--- src/rtl/cpu_ram_arbiter.sv ---
// rtl/cpu_ram_arbiter.sv - CPU/bridge arbiter for the 2 KB main-CPU work RAM
// Define CPU_RAM_CLEAR_EN to zero-fill the RAM after every reset.
module cpu_ram_arbiter #(
  parameter int BR_MAX_WAIT = 4
) (
  input  logic        clk,
  input  logic        reset_n,
  input  logic        cpu_req,
  input  logic        cpu_we,
  input  logic [10:0] cpu_addr,
  input  logic [7:0]  cpu_din,
  output logic        cpu_wait,
  output logic        cpu_valid,
  output logic [7:0]  cpu_dout,
  input  logic        br_req,
  input  logic        br_we,
  input  logic [10:0] br_addr,
  input  logic [7:0]  br_din,
  output logic        br_ack,
  output logic [7:0]  br_dout,
  output logic [10:0] ram_address,
  output logic        ram_write,
  output logic [7:0]  ram_data,
  input  logic [7:0]  ram_q,
  output logic        busy
);

  typedef enum logic [2:0] {CLEAR, IDLE, BR_WAIT, BR_ACK, BR_DROP} state_t;

`ifdef CPU_RAM_CLEAR_EN
  localparam state_t RESET_STATE = CLEAR;
`else
  localparam state_t RESET_STATE = IDLE;
`endif

  state_t      state, state_nxt;
  logic [3:0]  wait_cnt, wait_cnt_nxt;
  logic [10:0] clr_addr;
  logic        cpu_grant, br_grant;
  logic        cpu_rd_p1, br_p1, br_rd_p1;

  always_comb begin
    state_nxt    = state;
    wait_cnt_nxt = wait_cnt;
    cpu_grant    = 1'b0;
    br_grant     = 1'b0;
    ram_address  = '0;
    ram_write    = 1'b0;
    ram_data     = '0;
    // Reset forces the RAM lines idle even though the state already reads CLEAR.
    if (reset_n) begin
      case (state)
        CLEAR: begin
          ram_write   = 1'b1;
          ram_address = clr_addr;
          if (clr_addr == 11'h7FF) state_nxt = IDLE;
        end
        IDLE: begin
          if (br_req && (!cpu_req || wait_cnt == 4'(BR_MAX_WAIT))) begin
            br_grant     = 1'b1;
            wait_cnt_nxt = '0;
            state_nxt    = BR_WAIT;
          end else if (cpu_req) begin
            cpu_grant = 1'b1;
            if (br_req) wait_cnt_nxt = wait_cnt + 4'd1;
          end
        end
        BR_WAIT: begin
          cpu_grant = cpu_req;
          state_nxt = BR_ACK;
        end
        BR_ACK: begin
          cpu_grant = cpu_req;
          state_nxt = BR_DROP;
        end
        BR_DROP: begin
          cpu_grant = cpu_req;
          state_nxt = IDLE;
        end
        default: state_nxt = IDLE;
      endcase
      if (br_grant) begin
        ram_address = br_addr;
        ram_write   = br_we;
        ram_data    = br_din;
      end else if (cpu_grant) begin
        ram_address = cpu_addr;
        ram_write   = cpu_we;
        ram_data    = cpu_din;
      end
    end
    cpu_wait = cpu_req & ~cpu_grant;
  end

  always_ff @(posedge clk or negedge reset_n) begin
    if (!reset_n) begin
      state     <= RESET_STATE;
      wait_cnt  <= '0;
      cpu_rd_p1 <= 1'b0;
      br_p1     <= 1'b0;
      br_rd_p1  <= 1'b0;
      cpu_valid <= 1'b0;
      cpu_dout  <= '0;
      br_ack    <= 1'b0;
      br_dout   <= '0;
    end else begin
      state     <= state_nxt;
      wait_cnt  <= wait_cnt_nxt;
      cpu_rd_p1 <= cpu_grant & ~cpu_we;
      br_p1     <= br_grant;
      br_rd_p1  <= br_grant & ~br_we;
      cpu_valid <= cpu_rd_p1;
      br_ack    <= br_p1;
      if (cpu_rd_p1) cpu_dout <= ram_q;
      if (br_rd_p1)  br_dout  <= ram_q;
    end
  end

`ifdef CPU_RAM_CLEAR_EN
  always_ff @(posedge clk or negedge reset_n) begin
    if (!reset_n)
      clr_addr <= '0;
    else if (state == CLEAR && clr_addr != 11'h7FF)
      clr_addr <= clr_addr + 11'd1;
  end
  assign busy = (state == CLEAR);
`else
  assign clr_addr = '0;
  assign busy     = 1'b0;
`endif

endmodule

--- config.mk ---
export PLATFORM = sky130hd
export DESIGN_NAME = cpu_ram_arbiter
export DESIGN_NICKNAME = d
export VERILOG_FILES = /design/src/rtl/cpu_ram_arbiter.sv
export SDC_FILE = /design/constraint.sdc
export NUM_CORES = 1
export LEC_CHECK = 0
export ABC_AREA = 1
export CAP_MARGIN = 30
export CORE_AREA = 2 2 70 72
export CTS_BUF_LIST = sky130_fd_sc_hd__clkbuf_16
export CTS_CLUSTER_SIZE = 20
export DETAILED_ROUTE_END_ITERATION = 7
export DIE_AREA = 0 0 72 74
export PLACE_DENSITY_LB_ADDON = 0.05
export RECOVER_POWER = 100
export SKIP_CTS_REPAIR_TIMING = 1
export SLEW_MARGIN = 20
export SYNTH_ARGS = -nofsm -noshare
export SYNTH_HDL_FRONTEND = slang
export SYNTH_SLANG_ARGS = --single-unit
--- constraint.sdc ---
create_clock -name clk -period 1.8 [get_ports clk]
set_input_delay 0.45 -clock clk [delete_from_list [all_inputs] [get_ports clk]]
set_output_delay 0.45 -clock clk [all_outputs]
set_load 0.02 [all_outputs]
==> metrics list, run 1 <==
* Run status: finished with violations
* Violated checks: setup timing
- STA classifies the critical path startpoint as a flop.
* Number of register bits inferred by synthesis: 28
- The routed layout has 1,553 vias.
* Synth Net Count: 223
- Final sum of negative setup slack: -6.523 ns
- RSZ-0062 raised after global routing: true
- The initial antenna violation count is 0.
* Power density over cell area: 1273 nW/um^2
- Max-Cap Viols: 0
* Top-level I/O count: 92
* Tightest Hold Check Type: input pin to asynchronous set/reset pin
- The slowest stage of the critical path belongs to the cell dfrtp_1.
* Count of standard-cell rows: 25
- The die is 74 um tall.
- Along the worst path, the maximum fanout reaches 6.
- Gate Count Post-Synth: 169
- Buffers added on ports: 90
- Post-DRT Antenna Nets: 0
- Summing all non-filler instances in the final layout gives an area of 2904 um^2.
- For this run, the post-layout net count is 341.
- Area growth from synthesis to layout: 91.19%
* Maximum vdd drop: 0.0005867 V
- The number of max-slew violations in the final report was 0.
- The floorplan step defined a core boundary enclosing 4598 um^2.
* Vias per inst: 4.568
* Crit Path Class: flop to primary output
- Design Power: 3.698 mW
- Sequential cell area fraction in the yosys report: 46.21%
- Internal cell power: 2.360 mW
- Dominant cell type by area after synthesis: dfrtp_1
- Top library cells by usage in the layout, fill and taps aside: 66 x clkdlybuf4s50_1, 32 x nand2_1, 30 x buf_4, 27 x dfrtp_1, 20 x buf_6
- Post-placement worst setup slack: -0.8854 ns
- The first global-routing pass estimated 6430 um of wire.
* Crit path top cell by count: nand2_2
* Number of buffers created by CTS: 3
- The most critical setup path has its endpoint at ram_address[8].
- Cell area after technology mapping: 1519 um^2
- Share of total power consumed by net switching: 36.18%
* Detail Placement HPWL: 3116 um
* Critical Path RT: 1.35 ns
- The setup check on the worst reg-to-reg path leaves a slack of 0.21 ns.
* H-Tree Level Count: 1
- Number of remaining DRC errors: 0
- DR pass1 iterations: 4
* Violation count after the first detailed-routing iteration: 75
- Wirelength per Cell: 12.21 um
* Clock Root Buffer: clkbuf_16
* Clock network power share: 13.0%
- On the worst path, the slowest cell contributes a delay of 0.38 ns.
* Power dissipated by switching net loads: 1.338 mW
- Commonest non-fill, non-tap cell in the layout: clkdlybuf4s50_1
* Synth unique cells: 29
- Overall die area: 5328 um^2
* Starting Density: 33.03%
- Across all setup checks in the final design, the least slack found is -0.3309 ns.
- Of the cells placed in the final design, the portion with a size suffix greater than 1 is 39.86%.
- The placed instances occupy a cell area of 2653 um^2.
- Dividing the synthesized area by the synthesized cell count gives 8.988 um^2.
- Pleak: 1.368 nW
- After clock tree synthesis, the clock-pin slew on the worst setup and hold paths is 0.06 ns.
- Routability cong.: 0.7135
* Total grt overflow: 0
- Startpoint of the worst-slack reg-to-reg timing path: wait_cnt[0]$_DFFE_PN0P_
- Util after Layout: 63.16%
- Maximum number of pins on one net before global-route repair: 26
- Timing would allow up to 469.3 MHz.
- Type of destination of the critical path: primary output
- Fin. Hold Viols: 0
* Maximum number of buffers from clock root to sink: 2
* Share of power burned in combinational logic: 59.1%
* TritonCTS clock tree: yes
- Final setup fails: 21
* Worst-case reg-to-reg path depth: 12
* Worst Hold Slack: 0.2241 ns
* Worst Path Arrival: 1.68 ns
- For this run, the number of Yosys warnings is 0.
* Synth top area cells: dfrtp_1 44%, mux2_2 12%, nand2_1 11%, nand3_1 8.6%, nand2_2 2.9%
- Per report_power, the sequential group accounts for 28.0% of the total.
- CP startpoint: wait_cnt[0]$_DFFE_PN0P_
* Via count of the first global-routing pass: 1,557
* Num Clock Sinks: 28
* Number of diodes added for antenna fixing: 0
* Final cell count without fillers: 340
- R2r endpoint: state[1]$_DFFE_PN0P_
- Clock latency on the worst-skew pair, taken at its later pin, is 0.26 ns.
- Global routing used 15.30% of the available tracks across all layers.
- The routed design has 4153 um of wire.
- Area share of the leading cell type in the synthesized netlist: 44.48%
- Clock skew on the completed layout was measured at 0.002879 ns.
- Ratio of final minimum period to clock period: 118.4%
- Traced cell by cell, the critical path runs through inv_2 -> ha_4 -> nand3_4 -> nand2_2 -> nand2_2 -> nand3_2 -> nand2_4 -> buf_4 -> nand3_1 -> nand2_2 -> buf_4.
- Chip Width: 72 um
* Final period demand of the worst path: 2.131 ns
* Placed instance count: 329
-- power by group through the flow --
stage / logic (mW) / registers, mW / clock network, mW
floorplan: 0.760 / 1.24 / 0
global placement: 1.97 / 1.03 / 0
detailed placement: 1.98 / 1.04 / 0
CTS: 1.99 / 1.03 / 0.498
global route: 2.36 / 1.08 / 0.519
finish: 2.18 / 1.03 / 0.480
-- worst max-delay path, delay by kind of cell (launching register included) --
kind	cells	cell delay, ns
fa+ha+maj	1	0.14
buf+inv	3	0.38
flops	1	0.38
simple gates	7	0.52
-- synthesized netlist by cell type (all sizes together) --
cell type / instances
nor3: 3
and3: 1
a21oi: 1
ha: 2
conb: 1
buf: 8
mux2: 16
clkbuf: 2
nand3: 28
inv: 12
dfstp: 1
o21ai: 8
nand2: 51
nand4: 1
dfrtp: 27
nor2: 6
a21boi: 1
-- cells by family (layout without fill, tap and decap cells) --
family | Yosys count | after routing | share of synthesized area (%)
buffers and inverters | 22 | 139 | 8.402
flip-flops | 28 | 28 | 46.21
other | 1 | 1 | 0.2469
adder cells (fa/ha/maj) | 2 | 2 | 1.647
AND/OR/NAND/NOR | 90 | 90 | 28.17
multiplexers | 16 | 16 | 11.86
AO/OA/AOI/OAI | 10 | 10 | 3.460
-- cell type report --
type	instances	area, um^2
Inverter	12	60.06
Multi-Input combinational cell	119	797.0
Fill cell	405	1694
Sequential cell	28	701.9
Tap cell	54	67.56
Clock buffer	3	75.07
Timing Repair inverter	2	17.52
Clock inverter	1	3.754
Timing Repair Buffer	121	1181
-- flip-flops by register name (all words and copies together), names as in the netlist --
name       cells
br_ack         1
br_dout        8
br_p1          1
br_rd_p1       1
cpu_dout       8
cpu_rd_p1      1
cpu_valid      1
state          3
wait_cnt       4
-- layer usage --
| layer | track usage (%) | vias up | share of wire, % |
|---|---|---|---|
| li1 | - | 787 | - |
| met1 | 18.73 | 685 | 43 |
| met2 | 25.31 | 77 | 46 |
| met3 | 5.149 | 4 | 9.7 |
| met4 | 5.660 | 0 | 1.4 |
| met5 | 0 | - | 0 |
-- worst min-delay path by stage --
stage / start / endpoint / slack (ns) / cells past startpoint
3_3_place_gp: br_p1$_DFF_PN0_ / br_ack$_DFF_PN0_ / 0.34 / 0
2_1_floorplan: reset_n / br_ack$_DFF_PN0_ / 0.15 / 0
5_1_grt: reset_n / cpu_rd_p1$_DFF_PN0_ / 0.24 / 2
6_report: reset_n / cpu_rd_p1$_DFF_PN0_ / 0.22 / 2
4_1_cts: reset_n / cpu_rd_p1$_DFF_PN0_ / 0.21 / 2
3_5_place_dp: br_p1$_DFF_PN0_ / br_ack$_DFF_PN0_ / 0.36 / 0
Note: power is estimated with default switching activity, not from simulation.
==> inputs of run 2 (changes only) <==
- CELL_PAD_IN_SITES_DETAIL_PLACEMENT: default -> 2
- CELL_PAD_IN_SITES_GLOBAL_PLACEMENT: default -> 2
- CORE_AREA: 2 2 70 72 -> 2 2 95 97
- DIE_AREA: 0 0 72 74 -> 0 0 97 99
==> run 2 against run 1 <==
Effect of this change: the run still ends with setup timing left; total power grew 6.9%; critical path depth shrank 3; largest power group unchanged; sequential cell count is the same; clock power grew 36%; sequential share of layout area shrank 0.82 points; design area grew 3.5%.
==> metrics list, run 2 (synthesis gave the netlist of run 1 again) <==
* Number of diodes added for antenna fixing: 0
- For this block, the via count after detailed routing is 1,593.
* Post-DRT Antenna Nets: 0
- Buf+Inv Stages, Crit Path: 3
* Final cell count without fillers: 388
- After clock tree synthesis, the clock-pin slew on the worst setup and hold paths is 0.07 ns.
* Worst Hold Slack: 0.2715 ns
* Power dissipated by switching net loads: 1.430 mW
- Category of the worst setup path launch point: input pin
* Dominant delay contributor by cell family on the critical path: buffers and inverters
* Placed instance count: 380
- Vias per inst: 4.106
* Starting Density: 17.76%
- Of all nets on the critical path, the largest fanout is 7.
- The checks that failed: setup timing.
* Overall global routing resource usage: 11.04%
* Share of power burned in combinational logic: 57.1%
* Power density over cell area: 1315 nW/um^2
- First-pass GRT wire length: 8680 um
* Worst Path Arrival: 1.72 ns
- Of the total power, the clock network draws 16.5%.
- The count of buffers added on input and output ports is 90.
- For this design, the slowest cell found on the critical path is clkdlybuf4s50_1.
- The number of global-route vias before repair came to 1,807.
- Final max-slew violation count: 0
* Maximum number of buffers from clock root to sink: 2
- Once routing completed, OpenROAD measured the worst setup slack at -0.3662 ns.
- Initial antenna violation count: 0
- The wire-length estimate of the detail-placed layout is 4111 um.
- The flow ran to the end, but the final reports show violations.
* Count of standard-cell rows: 34
* Crit path top cell by count: nand2_2
- In the final routed layout, each cell accounts on average for 13.52 um.
- Total Nets Final: 335
* Maximum clock rate: 461.6 MHz
- Number of buffers created by CTS: 3
- The worst hold path belongs to the class input pin to asynchronous set/reset pin.
- Wirelength, routed: 5246 um
* Final Cell Area: 3007 um^2
- Final sum of negative setup slack: -6.911 ns
* Standard cell area after detailed placement: 2685 um^2
* Critical Path RT: 1.35 ns
* Routability cong.: 0.7265
- Worst clock skew: 0.004292 ns
- Register share of total power: 26.4%
- The largest registers in the layout are br_dout: 8 flops, cpu_dout: 8 flops, wait_cnt: 4 flops.
- Clock latency on the worst-skew pair: 0.26 ns
- Cell internal power was estimated by the tool at 2.524 mW.
- Overall die area: 9603 um^2
- For this design the static power due to leakage is 1.347 nW.
- The root buffer cell chosen for the clock tree is clkbuf_16.
- Net switching is 36.17% of the power.
- Util after Layout: 35.16%
- Final setup fails: 21
- Chip Width: 97 um
- The critical path goes through clkdlybuf4s50_1 -> nand2_2 -> nand3_2 -> nand2_4 -> clkbuf_16 -> nand3_1 -> nand2_2 -> buf_6.
- After detailed routing, the number of remaining DRC violations is 0.
* Max-Cap Viols: 0
- TritonCTS built the clock tree.
* Final period demand of the worst path: 2.166 ns
- For this block, the initial DRC count from the detailed router was 17.
* Commonest non-fill, non-tap cell in the layout: clkdlybuf4s50_1
- For this design the top-level I/O count stands at 92.
- Cells with a size suffix above 1 make up 44.29% of the layout.
- Global routing finished with a remaining overflow of 0.
* Fin. Hold Viols: 0
* Maximum number of pins on one net before global-route repair: 26
- Maximum vdd drop: 0.0004069 V
* Num Clock Sinks: 28
- H-Tree Level Count: 1
- Measured along the y axis, the die boundary spans 99 um.
- Core area: 8551 um^2
* RSZ-0062 raised after global routing: true
* Ratio of final minimum period to clock period: 120.3%
- In the layout the commonest cells are 67 x clkdlybuf4s50_1, 27 x dfrtp_1, 25 x nand2_1, 24 x nand2_2, 24 x buf_4.
- On the worst path, the slowest cell contributes a delay of 0.48 ns.
- The critical path is of the input pin to primary output type.
- Filler cell count in the final layout: 946
- STA classifies the critical path endpoint as a primary output.
- Area growth from synthesis to layout: 97.94%
- The first TritonRoute pass finished after 4 iterations.
-- run 2: cell count changes in the layout (fill, tap and decap cells not counted), moves of 3 or more --
cell,before,now
inv_1,6,3
nand2_2,17,24
nand3_2,6,10
buf_4,30,24
nand3_1,19,14
nand2_1,32,25
-- run 2: worst paths after layout --
check	startpoint	to	slack, ns	depth (start not counted)
hold reg to reg	br_p1$_DFF_PN0_	br_ack$_DFF_PN0_	0.35	0
max in group asynchronous	reset_n	state[0]$_DFFE_PN1P_	0.93	3
setup reg to reg	wait_cnt[1]$_DFFE_PN0P_	state[0]$_DFFE_PN1P_	0.22	12
min in group clk	br_p1$_DFF_PN0_	br_ack$_DFF_PN0_	0.35	0
setup / recovery	br_req	ram_data[2]	-0.37	8
hold / removal	reset_n	cpu_rd_p1$_DFF_PN0_	0.27	2
-- run 2: final cells by class --
class	count	area, um^2	share of cell area [%]
multi-input cells	119	842.1	28.01
clock inverters	1	30.03	0.9988
clock buffers	3	75.07	2.497
repair buffers	117	1165	38.74
inverters	12	57.56	1.914
flip-flops and latches	28	701.9	23.35
well taps	108	135.1	4.494
-- run 2: worst register-to-register path, cell delays in order, from the launching register on --
cell	delay, ns
dfrtp_1	0.39
inv_2	0.08
ha_4	0.13
nand3_2	0.06
nand2_2	0.08
nand2_2	0.06
buf_4	0.15
inv_2	0.05
buf_4	0.09
o21ai_1	0.06
nor2_2	0.20
nand2_1	0.07
o21ai_1	0.08
-- run 2: metal layers --
layer / global-route usage (%) / vias to the layer above / part of all wire (%)
met5: 0 / - / 0
met4: 2.925 / 0 / 0.76
met3: 4.681 / 2 / 11
met2: 19.50 / 69 / 49
met1: 12.25 / 754 / 39
li1: - / 768 / -
-- run 2: power groups by stage --
stage	Sequential [mW]	Combinational, mW	Clock, mW
CTS	1.04	2.00	0.680
global placement	1.04	1.98	0
finish	1.04	2.26	0.654
global route	1.08	2.45	0.709
floorplan	1.24	0.760	0
detailed placement	1.05	1.99	0
-- run 2: per-stage QoR --
step                      power (mW)  setup slack [ns]
after floorplan                2.003         -0.007021
after global placement         3.023           -0.9297
after detailed placement       3.044           -0.9078
after CTS                      3.724           -0.9408
after global routing           4.245           -0.4710
final                          3.954           -0.3662
==> patch 1: new RTL, settings of run 2 <==
Add a define of `CPU_RAM_CLEAR_EN`.
--- a/src/rtl/cpu_ram_arbiter.sv
+++ b/src/rtl/cpu_ram_arbiter.sv
@@ -1,5 +1,7 @@
 // rtl/cpu_ram_arbiter.sv - CPU/bridge arbiter for the 2 KB main-CPU work RAM
 // Define CPU_RAM_CLEAR_EN to zero-fill the RAM after every reset.
+`define CPU_RAM_CLEAR_EN
+
 module cpu_ram_arbiter #(
   parameter int BR_MAX_WAIT = 4
 ) (
Formal check against the unedited RTL: not equivalent (a bounded check fails within 4 cycles, from zero or initial values and one cycle with reset_n low).
==> patch 1 against run 2 <==
The flow still finishes with violations (setup timing); total power fell by 49%; clock power rose by 35%; worst setup slack worse by 0.17 ns; wire length up 68%; synthesized area rose by 47%; combinational power down 89%; count of clock-buffer cells in the layout grew 2; first-iteration DRC count rose to 2.9 times the old value; sequential cell count grew 11; sequential share of layout area increased by 0.87 points; design area grew 34%; global-route usage rose by 7.1 points; critical path type is now reg2out; largest cell class is now multi-input combinational cells.
==> patch 1: results (changes against run 2) <==
fin_ws_ns: -0.5378  # was -0.3662 ns
r2r_start: "clr_addr[0]"  # was wait_cnt[1]
cts_inserted_buffers: 5  # was 3
reg2regPathDepth: 10  # was 12
yosysSeqAreaShare_pct: 43.70  # was 46.21%
drive_gt1_share_pct: 39.00  # was 44.29%
synth_common_cells: "nand2_1 (104), dfrtp_1 (39), inv_1 (29)"  # was nand2_1 (43), dfrtp_1 (27), nand3_1 (26)
clk_latency_ns: 0.28  # was 0.26 ns
clock.fmax_mhz: 427.8  # was 461.6 MHz
violations: "setup timing"  # unchanged
synth_cell_types: 31  # was 29
syn_nets: 335  # was 223
vias: 2427  # was 1593
grt_usage_pct: 18.16  # was 11.04%
netlist_top_cells_area: "dfrtp_1 (44%), nand2_1 (17%), mux2_2 (8.1%), inv_1 (4.9%), nand3_1 (4.3%)"  # was dfrtp_1 (44%), mux2_2 (12%), nand2_1 (11%), nand3_1 (8.6%), nand2_2 (2.9%)
grt.met1_usage_pct: 20.81  # was 12.25%
grt_pass1_vias: 2784  # was 1807
grt_pass1_wl_um: 14010  # was 8680 µm
startpoint: "wait_cnt[0]"  # was br_req
grt_max_degree: 28  # was 26
nNetsFinal: 472  # was 335
setup_viol: 21  # unchanged
grt_use_met2_pct: 34.99  # was 19.50%
grt_util_met3_pct: 2.695  # was 4.681%
fin_skew_ns: 0.004314  # was 0.004292 ns
port_buffers: 91  # was 90
critPathArrivalTime_ns: 1.89  # was 1.72 ns
vdd_ir_drop_max_v: 0.0003190  # was 0.0004069 V
drtIter0Drc: 50  # was 17
place_ws_ns: -0.9908  # was -0.9078 ns
status: "finished, violations left"  # unchanged
p_int_w: 0.001542  # was 0.002524 W
hp-class: "reg2reg"  # was in2async
fillers: 938  # was 946
## patch 1: final cells by class
class	count	area, µm²	share of cell area, %
tap	108	135.1	3.349
multi-input combinational	199	1324	32.81
clock inverter	3	20.02	0.4961
clock buffer	5	125.1	3.101
inverter	33	131.4	3.256
timing repair buffer	139	1323	32.78
sequential	39	977.2	24.22
## patch 1: power groups by stage
stage	Sequential (W)	Clock [W]	Combinational, W
after CTS	0.000889	0.000898	0.000243
after global routing	0.000890	0.000937	0.000272
after floorplan	0.000911	0	0.0000507
after global placement	0.000905	0	0.000234
final	0.000889	0.000880	0.000250
after detailed placement	0.000905	0	0.000242
## patch 1: path summary, 6_finish.rpt
| path | end | slack, ns |
|---|---|---|
| worst max-delay path | cpu_wait | -0.54 |
| min in group asynchronous | clr_addr[4] | 0.41 |
| worst max register to register | state[1] | 0.15 |
| worst min-delay path | br_ack | 0.35 |
| max in group asynchronous | br_dout[4] | 1.01 |
| worst min register to register | br_ack | 0.35 |
## patch 1: logic make-up (layout without fill, tap and decap cells)
| family | after synthesis | count (layout) | share of synthesized area [%] |
|---|---|---|---|
| AND/OR/NAND/NOR | 151 | 151 | 29.97 |
| AO/OA/AOI/OAI | 23 | 23 | 5.939 |
| buffers and inverters | 42 | 180 | 8.291 |
| flip-flops | 39 | 39 | 43.70 |
| multiplexers | 16 | 16 | 8.067 |
| XOR/XNOR | 6 | 6 | 2.353 |
| adder cells (fa/ha/maj) | 3 | 3 | 1.681 |
## patch 1: worst max-delay path, cell delays in order, from the launching register on
cell      delay (ns)
dfrtp_1         0.39
inv_2           0.09
ha_4            0.12
nand3_2         0.07
nand2_2         0.09
nand2_4         0.08
nand3_4         0.11
nand2_8         0.08
buf_4           0.14
buf_6           0.11
a21boi_2        0.17
buf_6           0.14
## patch 1: metal layers
| metal | wire length, µm | vias to the layer above |
|---|---|---|
| met1 | 3295 | 1224 |
| met4 | 99 | 0 |
| met3 | 206 | 11 |
| met2 | 5231 | 40 |
| met5 | 0 | - |
| li1 | - | 1152 |
## patch 1: per-stage QoR
| step | cells | instance area, µm² |
|---|---|---|
| 2_1_floorplan | 280 | 2401 |
| 3_3_place_gp | 511 | 3747 |
| 3_5_place_dp | 511 | 3747 |
| 4_1_cts | 519 | 3892 |
| 5_1_grt | 526 | 4035 |
| 6_report | 526 | 4035 |
==> patch 2: new RTL, settings of run 2 <==
Without the edit above. The 5 states of `state_t` get a one-hot encoding in 5 bits.
--- a/src/rtl/cpu_ram_arbiter.sv
+++ b/src/rtl/cpu_ram_arbiter.sv
@@ -25,7 +25,7 @@
   output logic        busy
 );
 
-  typedef enum logic [2:0] {CLEAR, IDLE, BR_WAIT, BR_ACK, BR_DROP} state_t;
+  typedef enum logic [4:0] {CLEAR = 5'b00001, IDLE = 5'b00010, BR_WAIT = 5'b00100, BR_ACK = 5'b01000, BR_DROP = 5'b10000} state_t;
 
 `ifdef CPU_RAM_CLEAR_EN
   localparam state_t RESET_STATE = CLEAR;
Behaviour: same outputs for any inputs over 10 cycles, from zero or initial values and one cycle with reset_n low; not proved beyond that.
==> patch 2 against run 2 <==
Die area stayed put; count of clock-buffer cells in the layout is 2 higher; worst setup slack worse by 0.14 ns; first-iteration DRC count is 100% higher; synthesized area is 1.1% higher; design area is 5.6% higher; sequential cell count is 1 higher; fmax is 6.1% lower; combinational power is 2% lower; worst hold slack worse by 0.040 ns; global-route usage is 0.82 points higher; wire length is 11% higher; total power is 3.3% higher; the run still ends with setup timing left.
==> patch 2: results (changes against run 2) <==
status: "finished, violations left"  # unchanged
violations: "setup timing"  # unchanged
viasPerCell: 4.175  # was 4.106
netlist_top_cells_area: "dfrtp_1 (46%), nand2_1 (12%), mux2_2 (12%), nand3_1 (8.8%), nor2_1 (2.7%)"  # was dfrtp_1 (44%), mux2_2 (12%), nand2_1 (11%), nand3_1 (8.6%), nand2_2 (2.9%)
routed_wl_um: 5814  # was 5246 µm
grt_max_degree: 21  # was 26
reg2regPathDepth: 9  # was 12
synth_compound_area_share_pct: 4.645  # was 3.460%
biggestRegsByFlops: "br_dout (8), cpu_dout (8)"  # was br_dout (8), cpu_dout (8), wait_cnt (4)
syn_nets: 228  # was 223
hp-class: "in2async"  # unchanged
htree_num_levels: 2  # was 1
dpl_cell_area_um2: 2785  # was 2685 µm²
cts_buffer_depth: 2  # unchanged
grt_pass1_vias: 1901  # was 1807
grt_pass1_wl_um: 9218  # was 8680 µm
synth_fa_ha_area_share_pct: 1.630  # was 1.647%
synth_cell_types: 23  # was 29
drive_gt1_share_pct: 43.29  # was 44.29%
yosysSeqAreaShare_pct: 47.35  # was 46.21%
grt_usage_pct: 11.86  # was 11.04%
drtIter0Drc: 34  # was 17
clkTransAtPathRegs_ns: 0.05  # was 0.07 ns
n_antenna_cell: 0  # unchanged
firstDrtPassIters: 3  # was 4
fin_hold_ws_ns: 0.2314  # was 0.2715 ns
nNetsFinal: 351  # was 335
synth_xor_area_share_pct: 0  # unchanged
critPathArrivalTime_ns: 1.86  # was 1.72 ns
fin_ws_ns: -0.5073  # was -0.3662 ns
r2r_end: "br_rd_p1"  # was state[0]
vdd_ir_drop_max_v: 0.0004211  # was 0.0004069 V
synthMuxAreaShare_pct: 11.74  # was 11.86%
fin_skew_ns: 0.005453  # was 0.004292 ns
antenna_found_initial: 0  # unchanged
fillers: 935  # was 946
p_int_w: 0.002598  # was 0.002524 W
setup_viol: 21  # unchanged
cts_root_buffer: "clkbuf_16"  # unchanged
synth_common_cells: "nand2_1 (49), dfrtp_1 (28), nand3_1 (27)"  # was nand2_1 (43), dfrtp_1 (27), nand3_1 (26)
leakage_nw: 1.462  # was 1.347 nW
cts_inserted_buffers: 5  # was 3
clk_latency_ns: 0.27
reg2reg_slack_ns: 0.09  # was 0.22 ns
crit_fanout: 6  # was 7
place_hpwl_um: 4455  # was 4111 µm
place_congestion: 0.6733  # was 0.7265
r2r_start: "state[1]"  # was wait_cnt[1]
## patch 2: cell types whose count changed after synthesis, moves of 2 or more
cell	run 2	this run
o21ai_1	4	0
nand2_1	43	49
inv_1	8	10
nand2_2	7	1
buf_1	2	0
nor2_4	0	2
a21oi_1	1	5
inv_4	2	0
nor2_1	5	11
clkbuf_1	2	4
o21ai_2	0	2
## patch 2: how the worst max path moves through the flow
stage | end | start | slack (ns) | depth (start not counted)
floorplan | ram_address[10] | wait_cnt[0] | -0.006 | 10
global placement | ram_address[8] | cpu_req | -0.94 | 9
detailed placement | ram_data[2] | cpu_req | -0.96 | 9
CTS | ram_data[2] | wait_cnt[1] | -1.09 | 11
global route | ram_data[0] | wait_cnt[0] | -0.61 | 11
finish | ram_data[0] | state[1] | -0.51 | 8
## patch 2: power groups by stage
| stage | logic (W) | registers [W] | clock network, W |
|---|---|---|---|
| after floorplan | 0.000749 | 0.00131 | 0 |
| after global placement | 0.00192 | 0.00110 | 0 |
| after detailed placement | 0.00193 | 0.00111 | 0 |
| after CTS | 0.00194 | 0.00110 | 0.000814 |
| after global routing | 0.00239 | 0.00114 | 0.000837 |
| final | 0.00221 | 0.00110 | 0.000785 |
## patch 2: area by class of cell
type | count | area share [%]
Multi-Input combinational cell | 125 | 27.74
Clock buffer | 5 | 3.940
Inverter | 11 | 1.300
Tap cell | 108 | 4.255
Sequential cell | 29 | 22.89
Timing Repair Buffer | 125 | 39.32
Clock inverter | 3 | 0.5516
## patch 2: layer usage
metal  wire (µm)  up-vias  global-route usage (%)  share of wire [%]
met4          59        0                   3.575                1.0
met2        2934       71                   20.35                 50
li1            -      809                       -                  -
met5           0        -                       0                  0
met1        2269      809                   13.29                 39
met3         550        6                   5.319                9.5
## patch 2: cells by family (layout without fill, tap and decap cells)
kind of cell,after synthesis,in the layout
AO/OA/AOI/OAI,12,12
adder cells (fa/ha/maj),2,2
buffers and inverters,20,144
flip-flops,29,29
multiplexers,16,16
other,1,1
AND/OR/NAND/NOR,94,94
## patch 2: critical path, cell delays in order, from the launching register on
cell	delay [ns]
dfstp_2	0.54
nand2_2	0.07
nor2_4	0.16
nand3_4	0.10
nor2_4	0.27
clkbuf_16	0.22
nand2_2	0.05
nand2_2	0.05
buf_6	0.11
## patch 2: per-stage QoR
stage                     setup TNS [ns]  util, %  setup slack, ns  cells
final                             -9.973    37.14          -0.5073    406
after floorplan                -0.005606        -        -0.005606    174
after detailed placement          -19.38    32.57          -0.9649    389
after global routing              -12.28    37.14          -0.6131    406
after CTS                         -21.76    34.24           -1.091    397
after global placement            -19.09    32.57          -0.9373    389
